## config.mk

```make
export PLATFORM = sky130hd
export DESIGN_NAME = ram_arbiter
export DESIGN_NICKNAME = d
export VERILOG_FILES = /design/src/rtl/ram_arbiter.sv
export SDC_FILE = /design/constraint.sdc
export NUM_CORES = 1
export LEC_CHECK = 0
export BUFFER_PORTS_ARGS = -buffer_cell sky130_fd_sc_hd__buf_2
export CAP_MARGIN = 15
export CELL_PAD_IN_SITES_DETAIL_PLACEMENT = 2
export CELL_PAD_IN_SITES_GLOBAL_PLACEMENT = 2
export CORE_AREA = 2 2 195 197
export DETAILED_ROUTE_END_ITERATION = 7
export DIE_AREA = 0 0 197 199
export HOLD_SLACK_MARGIN = 0.02
export PLACE_DENSITY = 0.66
export SETUP_SLACK_MARGIN = 0.2
export SLEW_MARGIN = 20
export SYNTH_ARGS = -nofsm -noshare
export SYNTH_HDL_FRONTEND = slang
export SYNTH_SLANG_ARGS = --single-unit
```

## constraint.sdc

```tcl
create_clock -name clk -period 4.25 [get_ports clk]
set_input_delay 0.85 -clock clk [delete_from_list [all_inputs] [get_ports clk]]
set_output_delay 0.85 -clock clk [all_outputs]
set_load 0.005 [all_outputs]
```

## src/rtl/ram_arbiter.sv

```systemverilog
// ram_arbiter: shares one single-port memory between an instruction-fetch
// port and a load/store data port.
//
// Ports:
//   clk, rst                 clock and synchronous active-high reset
//   if_req/if_addr           fetch request (held until if_gnt)
//   if_gnt/if_rvalid/if_rdata fetch grant, and the 32-bit instruction one cycle later
//   d_req/d_we/d_addr/d_wdata/d_wmask  data request (held until d_gnt)
//   d_gnt/d_rvalid/d_rdata   data grant, and the raw load word one cycle later
//   mem_en/mem_we/mem_addr/mem_wdata/mem_wmask  memory strobe and write side
//   mem_rdata                memory read data, valid the cycle after a read strobe
//
// Grants are combinational in the request cycle. Conflicts go round-robin
// on a registered last-grant bit, so each side waits at most one cycle.
// The memory word is 64 bits wide; a fetch selects one half by if_addr[2].
module ram_arbiter #(
   parameter int ADDR_W = 64,
   parameter int DATA_W = 64
) (
   input  logic                clk,
   input  logic                rst,
   input  logic                if_req,
   input  logic [ADDR_W-1:0]   if_addr,
   output logic                if_gnt,
   output logic                if_rvalid,
   output logic [31:0]         if_rdata,
   input  logic                d_req,
   input  logic                d_we,
   input  logic [ADDR_W-1:0]   d_addr,
   input  logic [DATA_W-1:0]   d_wdata,
   input  logic [DATA_W/8-1:0] d_wmask,
   output logic                d_gnt,
   output logic                d_rvalid,
   output logic [DATA_W-1:0]   d_rdata,
   output logic                mem_en,
   output logic                mem_we,
   output logic [ADDR_W-1:0]   mem_addr,
   output logic [DATA_W-1:0]   mem_wdata,
   output logic [DATA_W/8-1:0] mem_wmask,
   input  logic [DATA_W-1:0]   mem_rdata
);

   typedef enum logic {LG_INST, LG_DATA} lg_t;
   typedef enum logic [1:0] {P_NONE, P_INST, P_DATA} pend_t;

   lg_t   last_q, last_n;
   pend_t pend_q, pend_n;
   logic  hi_q, hi_n;   // which half of the word the pending fetch wants

   // Grant: a lone requester always wins; on conflict the side not granted
   // last wins. Reset blocks every grant.
   always_comb begin
      if_gnt = 1'b0;
      d_gnt  = 1'b0;
      if (!rst) begin
         if (if_req && d_req) begin
            if (last_q == LG_DATA) if_gnt = 1'b1;
            else                   d_gnt  = 1'b1;
         end else begin
            if_gnt = if_req;
            d_gnt  = d_req;
         end
      end
   end

   assign mem_en    = if_gnt | d_gnt;
   assign mem_we    = d_gnt & d_we;
   assign mem_addr  = d_gnt ? d_addr : if_addr;
   assign mem_wdata = d_wdata;   // only meaningful while mem_we is high
   assign mem_wmask = mem_we ? d_wmask : '0;

   // Next state: last-grant moves only on a grant; the pending response
   // reflects only this cycle's read grant (stores expect no response).
   always_comb begin
      last_n = last_q;
      pend_n = P_NONE;
      hi_n   = hi_q;
      if (if_gnt) begin
         last_n = LG_INST;
         pend_n = P_INST;
         hi_n   = if_addr[2];
      end else if (d_gnt) begin
         last_n = LG_DATA;
         if (!d_we) pend_n = P_DATA;
      end
   end

   always_ff @(posedge clk) begin
      if (rst) begin
         last_q <= LG_DATA;   // first conflict after reset goes to fetch
         pend_q <= P_NONE;
         hi_q   <= 1'b0;
      end else begin
         last_q <= last_n;
         pend_q <= pend_n;
         hi_q   <= hi_n;
      end
   end

   // Reset in the response cycle drops the response; the requester reissues.
   assign if_rvalid = (pend_q == P_INST) & ~rst;
   assign d_rvalid  = (pend_q == P_DATA) & ~rst;
   assign if_rdata  = hi_q ? mem_rdata[63:32] : mem_rdata[31:0];
   assign d_rdata   = mem_rdata;

endmodule

```

==> results.yml <==
logic_synthesis:
  ys_types: 18
  avgSynthCellArea_um2: 10.03
  muxShareOfSynthArea_pct: 49.00
  yosysSeqAreaShare_pct: 2.989
  synth_compound_area_share_pct: 0.3737
  synthXorXnorAreaFrac_pct: 0
  yosysWarnings: 0
  async_flop_share_pct: 0
  synthFlopType: "dfxtp_1"
  synth_fa_ha_area_share_pct: 0
  synth-simple-area-share_pct: 4.951
  ys_seq_elements: 4
  synth_area_leader_cell: "buf_4"
  synth_edf_count: 0
  synth_top_family_by_area: "multiplexers"
  syn_nets: 536
  syn_area_um2: 2679
  synth.area.top_cells: "buf_4 36%, mux2_4 33%, mux2_2 16%"
  synth.top_cell.area_share_pct: 35.87
  synth_cells: 267
cells_and_area:
  drive_above_1_share_pct: 94.34
  final_core_util_pct: 11.22
  nets: 783
  regArea_um2: 80.08
  multi_input_area_um2: 1455
  syn_to_final_growth_pct: 55.49
  n_antenna_cell: 0
  fill_cells: 4472
  fin_area_um2: 4165
placement:
  hpwlAfterDp_um: 11410
  place_congestion: 0.7588
  io_buffers: 378
  placed_area_um2: 4090
cts:
  insertion_delay_ns: 0.22
  cts-hold-fix-buffers: 0
  cts_resized: 0
  numCtsBuffers: 3
  cts.sinks: 4
  cts_buffer_depth: 2
  htreeDepth: 1
  cts_root_buf: "clkbuf_16"
  path_clk_slew_ns: 0.03
  cts_setup_buffers: 0
  cts_tree: "built"
drt:
  drt_iter0_drc: 22
  routedWlPerCell_um: 12.70
  routed_via_density: 2.871
  first_pass_iters: 4
  via_count: 2831
  drc_errors: 0
  antenna_left: 0
  totalWireLength_um: 12520
floorplan:
  start_util_pct: 7.214
  dieArea_um2: 39200
  core_area_um2: 37130
  top_level_ports: 507
  rows: 71
  fp.dieH_um: 199
  die_x_um: 197
critical_path:
  cp-start-kind: "input port"
  rr_endpoint: "pend_q[1]"
  critPathKind: "input port to output pin"
  r2r-start: "last_q"
  cp.arrival_ns: 2.54
  end_kind: "output pin"
  r2r_slack_ns: 3.05
  r2r_cells: 3
  cp_max_fo: 28
  critical_path_required_ns: 3.40
global_routing:
  grt_overflow_total: 0
  grt_max_degree: 34
  grt_pass1_vias: 3065
  grt_usage_pct: 5.474
  antenna_found_initial: 0
  grt_pass1_wl_um: 16620
sta:
  finalClockSkew_ns: 0.001525
  rsz0062_at_grt: "no"
  period_share_pct: 79.72
  final-max-slew-violation-count: 0
  tns_ns: 0
  tightest_slew_ns: 0.6364
  holdWs_ns: 0.5258
  max_freq_ghz: 0.2952
  slew_headroom_pct: 57.57
  hold_viol: 0
  period_needed_ns: 3.388
  finalSetupViolCount: 0
worst_hold_path:
  worstHoldEndpoint: "last_q"
  worstHoldStart: "last_q"
  hold_depth: 2
  hold_class: "register to register"
pwr:
  p_total_mw: 0.5721
  p_leak_nw: 2.401
  power_density_nw_per_um2: 137.3
  ir_drop_v: 0.0001079
flow_run:
  maxCapViolCount: 0
status:
  outcome: "completed"
-- critical path, stage by stage --
cell	delay [ns]
buf_2	0.15
nand3b_4	0.54
inv_1	0.48
mux2_2	0.39
buf_2	0.13
-- worst max-delay path by stage --
| stage | start | endpoint | slack, ns | cells past startpoint |
|---|---|---|---|---|
| after detailed placement | rst | mem_addr[2] | 0.75 | 5 |
| after CTS | rst | mem_addr[2] | 0.75 | 5 |
| final | rst | mem_addr[2] | 0.86 | 5 |
| after floorplan | rst | mem_addr[10] | 1.69 | 5 |
| after global placement | if_req | mem_addr[2] | 0.79 | 6 |
| after global routing | rst | mem_addr[2] | 0.66 | 5 |
-- layout by cell type, fill, tap and decap left out, drive strengths merged --
master,instances
buf,383
mux2,96
and3,8
nor2,5
dfxtp,4
nand2b,3
clkbuf,3
inv,2
o21ai,2
nor3b,2
nand2,1
nand3b,1
and2,1
mux2i,1
-- metal layers --
| metal | up-vias | wire length, µm | GRT usage (%) |
|---|---|---|---|
| met2 | 305 | 6156 | 10.22 |
| met3 | 0 | 1912 | 2.933 |
| met4 | 0 | 0 | 0.3342 |
| met5 | - | 0 | 0 |
| li1 | 1263 | - | - |
| met1 | 1263 | 4451 | 5.624 |
-- logic make-up after synthesis --
group	count (synthesis)
compound gates	2
buf+inv	143
simple gates	21
mux	97
flops	4
-- synth_stat cells (2+ instances only) --
library cell,count
mux2_2,37
nor3b_1,2
dfxtp_1,4
o21ai_0,2
nor2_1,5
and3_1,8
buf_2,4
buf_4,128
buf_12,7
inv_1,2
nand2b_1,3
mux2_4,59
-- stage by stage --
stage | cells | worst slack, ns
2_1_floorplan | 267 | 1.690
3_3_place_gp | 983 | 0.7874
3_5_place_dp | 983 | 0.7507
4_1_cts | 986 | 0.7482
5_1_grt | 986 | 0.6582
6_report | 986 | 0.8620
-- state kept, by name, indices dropped and copies added, names as in the netlist --
name	cells
pend_q	2
hi_q	1
last_q	1
-- report_power, final --
part	total, mW	switching (mW)	internal, mW
Sequential	0.0411	0.00106	0.0401
Combinational	0.385	0.148	0.237
Clock	0.146	0.0257	0.120
Total	0.572	0.175	0.397
-- layout make-up --
type	count	share of cell area, %
Tap cell	474	14.24
Clock buffer	3	1.802
Timing Repair Buffer	383	46.92
Multi-Input combinational cell	120	34.94
Inverter	2	0.1802
Sequential cell	4	1.923
(Power assumes the default switching activity.)
